**config.mk**
```make
export PLATFORM = sky130hd
export DESIGN_NAME = b11_scrambler_p
export DESIGN_NICKNAME = d
export VERILOG_FILES = /design/src/rtl/b11_scrambler_pkg.sv /design/src/rtl/b11_abs_trunc.sv /design/src/rtl/b11_scrambler_p.sv
export SDC_FILE = /design/constraint.sdc
export NUM_CORES = 1
export LEC_CHECK = 0
export ABC_CLOCK_PERIOD_IN_PS = 3800
export CELL_PAD_IN_SITES_DETAIL_PLACEMENT = 0
export CELL_PAD_IN_SITES_GLOBAL_PLACEMENT = 1
export CORE_MARGIN = 4
export CORE_UTILIZATION = 50
export CTS_BUF_LIST = sky130_fd_sc_hd__clkbuf_8
export DETAILED_ROUTE_END_ITERATION = 12
export DONT_BUFFER_PORTS = 1
export PLACE_DENSITY = 0.9
export SYNTH_ARGS = -nofsm -noshare
export SYNTH_HDL_FRONTEND = slang
export SYNTH_SLANG_ARGS = --single-unit
```
**constraint.sdc**
```tcl
create_clock -name clock -period 3.8 [get_ports clock]
set_input_delay 0.57 -clock clock [delete_from_list [all_inputs] [get_ports clock]]
set_output_delay 0.57 -clock clock [all_outputs]
set_load 0.1 [all_outputs]
```
**src/rtl/b11_scrambler_pkg.sv**
```systemverilog
// ---------------------------------------------------------------------------
// b11_scrambler_pkg
// Shared definitions for the b11_scrambler_p block:
//   state_e    - FSM state encoding
//   OFF0..OFF3 - signed offsets added in OFFSET, selected by r[3:2]
//   acc_width  - accumulator width derived from the data word width
// ---------------------------------------------------------------------------
package b11_scrambler_pkg;

  typedef enum logic [2:0] {
    IDLE,
    CLASSIFY,
    SEED,
    MIX,
    REDUCE_DN,
    REDUCE_UP,
    OFFSET,
    EMIT
  } state_e;

  localparam int OFF0 = -21;
  localparam int OFF1 = -42;
  localparam int OFF2 = 7;
  localparam int OFF3 = 28;

  // Three guard bits keep the MIX/OFFSET intermediates (roughly +-3*2^W)
  // representable as signed values.
  function automatic int acc_width(input int w);
    return w + 3;
  endfunction

endpackage

```
**src/rtl/b11_abs_trunc.sv**
```systemverilog
// ---------------------------------------------------------------------------
// b11_abs_trunc
// Combinational signed magnitude of a two's-complement accumulator value,
// truncated to the W-bit result width.
//   x : input  [ACC_W-1:0]  signed accumulator value
//   y : output [W-1:0]      |x| modulo 2^W
// ---------------------------------------------------------------------------
module b11_abs_trunc #(
  parameter int W     = 6,
  parameter int ACC_W = 9
) (
  input  logic [ACC_W-1:0] x,
  output logic [W-1:0]     y
);

  logic [ACC_W-1:0] mag;
  logic             mag_unused;

  assign mag        = x[ACC_W-1] ? (~x + 1'b1) : x;
  assign y          = mag[W-1:0];
  // Bits above W are intentionally discarded by the truncation.
  assign mag_unused = ^mag[ACC_W-1:W];

endmodule

```
**src/rtl/b11_scrambler_p.sv**
```systemverilog
// ---------------------------------------------------------------------------
// b11_scrambler_p
// Parametrised b11-style word scrambler. A word accepted over in_valid /
// in_ready is classified: zero / all-ones words bump a wrapping run counter
// and are echoed, out-of-range words are dropped (one-cycle drop pulse), and
// in-range words run through SEED -> MIX -> REDUCE -> OFFSET. The magnitude
// of the accumulator is presented on out_data / out_valid and held until
// out_ready.
//
// Ports:
//   clock     rising-edge clock
//   reset     asynchronous active-low reset
//   in_data   [W-1:0] input word       in_valid / in_ready  input handshake
//   out_data  [W-1:0] result word      out_valid / out_ready output handshake
//   drop      one-cycle pulse (during CLASSIFY) for a rejected word
//   busy      high whenever the FSM is not in IDLE
//
// Optional build macro B11_SCRAMBLER_P_STATS_EN adds saturating statistics
// outputs n_acc[15:0], n_drop[15:0] and max_iter[7:0].
// ---------------------------------------------------------------------------
module b11_scrambler_p
  import b11_scrambler_pkg::*;
#(
  parameter int W       = 6,
  parameter int LIMIT   = 26,
  parameter int CNT_MAX = 25
) (
  input  logic         clock,
  input  logic         reset,
  input  logic [W-1:0] in_data,
  input  logic         in_valid,
  output logic         in_ready,
  output logic [W-1:0] out_data,
  output logic         out_valid,
  input  logic         out_ready,
  output logic         drop,
  output logic         busy
`ifdef B11_SCRAMBLER_P_STATS_EN
  ,
  output logic [15:0]  n_acc,
  output logic [15:0]  n_drop,
  output logic [7:0]   max_iter
`endif
);

  localparam int ACC_W = acc_width(W);

  localparam logic [W-1:0]            LIMIT_W   = W'(LIMIT);
  localparam logic [W-1:0]            CNT_MAX_W = W'(CNT_MAX);
  localparam logic signed [ACC_W-1:0] LIMIT_S   = ACC_W'(LIMIT);

  state_e                  state_reg;
  logic [W-1:0]            r_reg;
  logic [W-1:0]            cnt_reg;
  logic signed [ACC_W-1:0] acc_reg;
  logic [W-1:0]            out_data_reg;
  logic                    out_valid_reg;
  logic                    drop_reg;
  logic                    in_ready_reg;
  logic                    busy_reg;

  logic signed [ACC_W-1:0] r_ext;
  logic signed [ACC_W-1:0] cnt_ext;
  logic signed [ACC_W-1:0] off_val;
  logic [W-1:0]            abs_val;
  logic                    r_is_run;
  logic                    in_is_drop;

  assign r_ext    = {{(ACC_W-W){1'b0}}, r_reg};
  assign cnt_ext  = {{(ACC_W-W){1'b0}}, cnt_reg};
  assign r_is_run = (r_reg == '0) || (&r_reg);

  // Classification of the incoming word is done at accept time so the drop
  // pulse can be registered and still coincide with the CLASSIFY cycle.
  assign in_is_drop = !((in_data == '0) || (&in_data)) && (in_data > LIMIT_W);

  always_comb begin
    off_val = ACC_W'(OFF0);
    case (r_reg[3:2])
      2'b00:   off_val = ACC_W'(OFF0);
      2'b01:   off_val = ACC_W'(OFF1);
      2'b10:   off_val = ACC_W'(OFF2);
      default: off_val = ACC_W'(OFF3);
    endcase
  end

  b11_abs_trunc #(
    .W     (W),
    .ACC_W (ACC_W)
  ) u_abs (
    .x (acc_reg),
    .y (abs_val)
  );

  always_ff @(posedge clock or negedge reset) begin
    if (!reset) begin
      state_reg     <= IDLE;
      r_reg         <= '0;
      cnt_reg       <= '0;
      acc_reg       <= '0;
      out_data_reg  <= '0;
      out_valid_reg <= 1'b0;
      drop_reg      <= 1'b0;
      in_ready_reg  <= 1'b1;
      busy_reg      <= 1'b0;
    end else begin
      drop_reg <= 1'b0;
      case (state_reg)
        IDLE: begin
          if (in_valid && in_ready_reg) begin
            r_reg        <= in_data;
            drop_reg     <= in_is_drop;
            in_ready_reg <= 1'b0;
            busy_reg     <= 1'b1;
            state_reg    <= CLASSIFY;
          end
        end
        CLASSIFY: begin
          if (r_is_run) begin
            cnt_reg   <= (cnt_reg < CNT_MAX_W) ? cnt_reg + 1'b1 : '0;
            acc_reg   <= r_ext;
            state_reg <= EMIT;
          end else if (r_reg <= LIMIT_W) begin
            state_reg <= SEED;
          end else begin
            in_ready_reg <= 1'b1;
            busy_reg     <= 1'b0;
            state_reg    <= IDLE;
          end
        end
        SEED: begin
          acc_reg   <= r_reg[0] ? (cnt_ext <<< 1) : cnt_ext;
          state_reg <= MIX;
        end
        MIX: begin
          if (r_reg[1]) begin
            acc_reg   <= r_ext + acc_reg;
            state_reg <= REDUCE_DN;
          end else begin
            acc_reg   <= r_ext - acc_reg;
            state_reg <= REDUCE_UP;
          end
        end
        REDUCE_DN: begin
          if (acc_reg > LIMIT_S) acc_reg <= acc_reg - LIMIT_S;
          else                   state_reg <= OFFSET;
        end
        REDUCE_UP: begin
          if (acc_reg[ACC_W-1]) acc_reg <= acc_reg + LIMIT_S;
          else                  state_reg <= OFFSET;
        end
        OFFSET: begin
          acc_reg   <= acc_reg + off_val;
          state_reg <= EMIT;
        end
        EMIT: begin
          // First EMIT cycle loads the result; afterwards wait for the sink.
          if (!out_valid_reg) begin
            out_data_reg  <= abs_val;
            out_valid_reg <= 1'b1;
          end else if (out_ready) begin
            out_valid_reg <= 1'b0;
            in_ready_reg  <= 1'b1;
            busy_reg      <= 1'b0;
            state_reg     <= IDLE;
          end
        end
        default: begin
          in_ready_reg <= 1'b1;
          busy_reg     <= 1'b0;
          state_reg    <= IDLE;
        end
      endcase
    end
  end

  assign in_ready  = in_ready_reg;
  assign out_data  = out_data_reg;
  assign out_valid = out_valid_reg;
  assign drop      = drop_reg;
  assign busy      = busy_reg;

`ifdef B11_SCRAMBLER_P_STATS_EN
  logic [15:0] n_acc_reg;
  logic [15:0] n_drop_reg;
  logic [7:0]  max_iter_reg;
  logic [7:0]  iter_reg;
  logic        in_reduce;
  logic        reduce_stay;

  assign in_reduce   = (state_reg == REDUCE_DN) || (state_reg == REDUCE_UP);
  assign reduce_stay = ((state_reg == REDUCE_DN) && (acc_reg > LIMIT_S)) ||
                       ((state_reg == REDUCE_UP) && acc_reg[ACC_W-1]);

  always_ff @(posedge clock or negedge reset) begin
    if (!reset) begin
      n_acc_reg    <= '0;
      n_drop_reg   <= '0;
      max_iter_reg <= '0;
      iter_reg     <= '0;
    end else begin
      if ((state_reg == IDLE) && in_valid && in_ready_reg && (n_acc_reg != 16'hFFFF))
        n_acc_reg <= n_acc_reg + 16'd1;
      // drop_reg is high for exactly one cycle per rejected word.
      if (drop_reg && (n_drop_reg != 16'hFFFF))
        n_drop_reg <= n_drop_reg + 16'd1;
      if (state_reg == MIX) begin
        iter_reg <= '0;
      end else if (reduce_stay) begin
        if (iter_reg != 8'hFF) iter_reg <= iter_reg + 8'd1;
      end else if (in_reduce && (iter_reg > max_iter_reg)) begin
        max_iter_reg <= iter_reg;
      end
    end
  end

  assign n_acc    = n_acc_reg;
  assign n_drop   = n_drop_reg;
  assign max_iter = max_iter_reg;
`endif

endmodule

```
Word-level counts from Yosys, hierarchy flattened
Cells that the tools add are included.
{ "totals": {"register_bits": 34, "in_bits": 10, "word_cells": 96} }
{ "classes": {"add_sub_neg": 7, "n_lt_le_gt_ge": 4, "n_eq_ne": 19, "muxes": 34, "n_bitwise": 2, "reduce_logical": 20} }
{ "op_table": {"columns": ["operator", "count"], "rows": [
  ["$pmux 9 s6", 1],
  ["$mux 9", 4],
  ["$pmux 9 s3", 1],
  ["$pmux 3 s8", 1],
  ["$ne 2x2->1 const B", 10],
  ["$mux 3", 6],
  ["$reduce_and 6->1", 3],
  ["$mux 1", 15],
  ["$add 6x1->6 const B", 2],
  ["$eq 3x3->1 const B", 4],
  ["$logic_not 6->1", 2],
  ["$mux 6", 2],
  ["$add 7x9->9", 1],
  ["$add 9x6->9 const B", 1],
  ["$add 9x9->9", 1],
  ["$gt 9x6->1 const B", 1],
  ["$sub 7x9->9", 1],
  ["$sub 9x6->9 const B", 1],
  ["$mux 7", 1],
  ["$eq 3x2->1 const B", 2],
  ["$gt 6x5->1 const B", 1],
  ["$le 6x5->1 const B", 1],
  ["$lt 6x5->1 const B", 1],
  ["$not 6->6", 1],
  ["other kinds (17)", 22]
]} }

Longest topological paths before layout
Gate-level depths: netlist of run 1.
{ "logic_depth": {"depth_word": 6, "mapped_depth": 14, "mapped_depth_nobuf": 13} }

Hierarchy
From an unflattened synthesis of run 1, not the netlist that was laid out.
{ "hier_totals": {"cells_unflattened": 407, "area_unflattened_um2": 3387.0} }
{ "modules_own_cells": {"columns": ["module", "instances", "cells_each", "area_per_inst_um2", "seq_area_each_um2"], "rows": [
  ["b11_scrambler_p", 1, 391, 3278.1, 852.1],
  ["b11_abs_trunc", 1, 16, 108.9, 0.0]
]} }

Least setup slack after synthesis of run 1
OpenSTA, ideal clock, no wires.
{ "synth_timing": {"path_type": "register to register", "from": "register acc_reg[1]", "to": "register acc_reg[6]", "t_arrival_ps": 2754, "setup_slack_ps": 907, "path_stages_with_launch": 14, "synth_period_minus_slack_ps": 2893, "path_cell_list": "dfrtp_1 > buf_2 > inv_1 > ha_1 > nor3b_1 > nor2_1 > xor2_1 > ha_1 > or2_2 > a21oi_1 > nand2b_1 > xor2_1 > a221oi_1 > a22oi_1"} }
{ "synth_between": {"elab_chain_cells": 3} }
{ "synth_lines": {"columns": ["element", "line_no", "rtl"], "rows": [
  ["from (decl)", "b11_scrambler_p.sv:55", "logic signed [ACC_W-1:0] acc_reg;"],
  ["from (signal assigned)", "b11_scrambler_p.sv:121", "acc_reg <= r_ext;"],
  ["from (signal assigned)", "b11_scrambler_p.sv:132", "acc_reg <= r_reg[0] ? (cnt_ext <<< 1) : cnt_ext;"],
  ["from (signal assigned)", "b11_scrambler_p.sv:137", "acc_reg <= r_ext + acc_reg;"],
  ["$add 9x6->9 (tied with other cells)", "b11_scrambler_p.sv:149", "if (acc_reg[ACC_W-1]) acc_reg <= acc_reg + LIMIT_S;"],
  ["$mux 9 (tied with other cells)", "b11_scrambler_p.sv:149", null],
  ["$pmux 9 s6 or $reduce_and 4->1 (tied branches)", null, null]
]} }
Parallel ways exist; a longest one is shown, timed or not. The select of a mux whose other input is x is not followed.
A chain may end at the register's enable or synchronous reset.

Worst setup path after layout of run 1
Ends and elaborated chain as after synthesis.

==> impl_metrics.yaml, run 1 <==
timing:
  fin_crit_ns: 3.231
  drv_slew: 0
  timing.fmax_mhz: 309.5
  fin_setup_tns_ns: 0
  timing.hold.ws_ns: 0.08186
  finalHoldViolCount: 0
  worst_pin_slew_ns: 0.9697
  setup_viol: 0
  grt_setup_unrepaired: "no"
  clock_skew_ns: 0.01721
  slew_headroom: 0.3481
  period_share: 0.8502
drt:
  dr.pass1.iters: 5
  drtIter0Drc: 354
  ant_nets: 0
  vias: 2984
  post_drt_via_cell_ratio: 6.390
  wl_per_cell_um: 18.53
  finalWirelength_um: 8655
  drc_errors: 0
synthesis:
  post_synth_num_cell_types: 61
  synthCells: 402
  synth-seq-cells: 34
  avgSynthCellArea_um2: 7.962
  synth_warnings: 0
  synth_area_um2: 3201
  syn-num-nets: 441
  synth_edf_count: 0
  seq_area_frac_synth: 0.2662
  synthFlopType: "dfrtp_1"
  synthArstFlopShare: 1.000
critical_path:
  cp_cell_sequence: "inv_1, ha_1, nor3b_1, nor2_1, xor2_1, ha_1, or2_2, a21oi_1, nand2b_1, xor2_1, a221oi_1, a22oi_1"
  r2r_cells: 12
  rr_endpoint: "acc_reg[6]"
  cpLargestDelayFamily: "simple AND/OR/NAND/NOR gates"
  crit_path_top_delay_cell: "dfrtp_1"
  r2r_slack_ns: 0.57
  cp-start-kind: "flip-flop"
  r2r-start: "acc_reg[1]"
  crit_arrival_ns: 3.39
  cp.required_ns: 3.96
  setup.worst_path.end_class: "flip-flop"
  cp_num_buf_inv: 1
  cpPeakStageDelay_ns: 0.52
  cp_max_fo: 13
  path_class: "reg2reg"
cts:
  clock_sinks: 34
  cts_tree: "built"
  cts_setup_buffers: 0
  cts-root-buf: "clkbuf_8"
  cts_made_buffers: 5
  clk_pin_slew_ns: 0.09
  clock_latency_ns: 0.30
  cts_buffer_depth: 2
  h-tree-depth: 2
floorplan:
  io_pins: 20
  fp-row-count: 28
  core_um2: 6061
  die_w_um: 88.01
  die_h_um: 88.01
  dieArea_um2: 7745
  initial_core_util: 0.5281
placement:
  hpwl_um: 6430
  port_buffers: 0
  place_inst: 458
  gp_routability_congestion: 0.9310
finish:
  syn_to_final_growth_pct: 4.574
  final_nets: 430
  drive_above_1_share: 0.08929
  final_common_cell: "nand2_1"
  insertedDiodeCount: 0
  largest_reg_flops: 9
  finalNonFillerCells: 467
  final_cell_mix: "nand2_1 (44), nor2_1 (41), o21ai_0 (34), dfrtp_1 (33)"
grt:
  track_usage: 0.2389
  grt_pass1_wl_um: 14350
  antenna_found_initial: 0
  grt_max_degree: 34
  grt_pass1_vias: 2768
  grt_remaining_overflow: 0
run:
  drv_cap: 0
run_status:
  status: "finished, final reports clean"
hold_path:
  hp-class: "in2async"
-- cell usage after synthesis, types with 2 or more instances --
| cell type | instances | area [µm²] |
|---|---|---|
| a211oi_1 | 4 | 30.03 |
| a22o_1 | 2 | 17.52 |
| o22ai_1 | 5 | 31.28 |
| nand4_1 | 5 | 31.28 |
| buf_2 | 10 | 50.05 |
| o2111ai_1 | 3 | 26.28 |
| nand2_1 | 44 | 165.2 |
| nor4_1 | 5 | 31.28 |
| clkbuf_1 | 9 | 33.78 |
| buf_1 | 5 | 18.77 |
| o21a_1 | 3 | 22.52 |
| o21bai_1 | 3 | 22.52 |
| nor2b_1 | 5 | 31.28 |
| a221oi_1 | 3 | 26.28 |
| xor2_1 | 6 | 52.55 |
| or4_1 | 2 | 15.01 |
| a31oi_1 | 4 | 25.02 |
| mux2i_1 | 6 | 60.06 |
| o22a_1 | 2 | 17.52 |
| or3_1 | 3 | 18.77 |
| o21ai_0 | 34 | 170.2 |
| dfrtp_1 | 33 | 825.8 |
| or2_2 | 5 | 31.28 |
| a21oi_1 | 28 | 140.1 |
| nand2b_1 | 5 | 31.28 |
| a31o_2 | 2 | 17.52 |
| nand3b_1 | 2 | 15.01 |
| a22oi_1 | 5 | 37.54 |
| inv_1 | 15 | 56.30 |
| nand3_1 | 9 | 45.04 |
| nor3_1 | 9 | 45.04 |
| o31ai_1 | 3 | 22.52 |
| nor2_1 | 41 | 153.9 |
| xnor2_1 | 19 | 166.4 |
| a21o_1 | 2 | 15.01 |
| mux2_2 | 7 | 78.83 |
| a41oi_1 | 3 | 26.28 |
| ha_1 | 28 | 350.3 |
-- cells by family after synthesis --
group	Yosys count	synth area share
adder cells (fa/ha/maj)	29	0.1157
AND/OR/NAND/NOR	143	0.2154
multiplexers	13	0.04340
buffers and inverters	40	0.05317
XOR/XNOR	25	0.06841
AO/OA/AOI/OAI	118	0.2377
flip-flops	34	0.2662
-- final cells by class --
class                      count  area (µm²)
clock buffer                   6       82.58
clock inverter                 2       12.51
fill                         585        2714
inverter                      15       56.30
multi-input combinational    328        2185
sequential                    34       852.1
tap                           75       93.84
timing repair buffer           7       65.06
-- worst max-delay path by stage --
stage	from	cells after the start	slack [ns]	end
detailed placement	acc_reg[1]	12	0.64	acc_reg[6]
finish	acc_reg[1]	12	0.57	acc_reg[6]
CTS	acc_reg[1]	12	0.62	acc_reg[6]
global route	acc_reg[1]	12	0.24	acc_reg[6]
global placement	acc_reg[1]	12	0.75	acc_reg[6]
floorplan	acc_reg[1]	13	0.91	acc_reg[6]
-- stage by stage --
step	cell area (µm²)	setup slack [ns]	util
finish	3347	0.5692	0.5522
global route	3347	0.2387	0.5522
CTS	3347	0.6169	0.5522
detailed placement	3232	0.6448	0.5332
global placement	3232	0.7478	0.5332
floorplan	3201	0.9074	-
-- layer usage --
| layer | wire (µm) | share of wire | global-route usage |
|---|---|---|---|
| met5 | 0 | 0 | 0 |
| met3 | 658 | 0.076 | 0.04798 |
| met4 | 224 | 0.026 | 0.08787 |
| met2 | 3856 | 0.45 | 0.3692 |
| met1 | 3915 | 0.45 | 0.3297 |
-- what timing repair did --
action / CTS / global route
resized for setup: 0 / 0
endpoints found under the hold margin: 33 / 0
setup endpoints to repair: 0 / 0
hold buffers: 1 / 0
Power of run 1 is left out: the tool's default activity adds up to more than one toggle a clock period on the data nets, which glitch-free logic cannot reach.
==> run 2, diff against run 1 <==
CAP_MARGIN = 20   (was not set)
==> results of run 2 <==
Final layout, timing and power as in run 1 (identical DEF).
Power of run 2 is left out for the same reason.
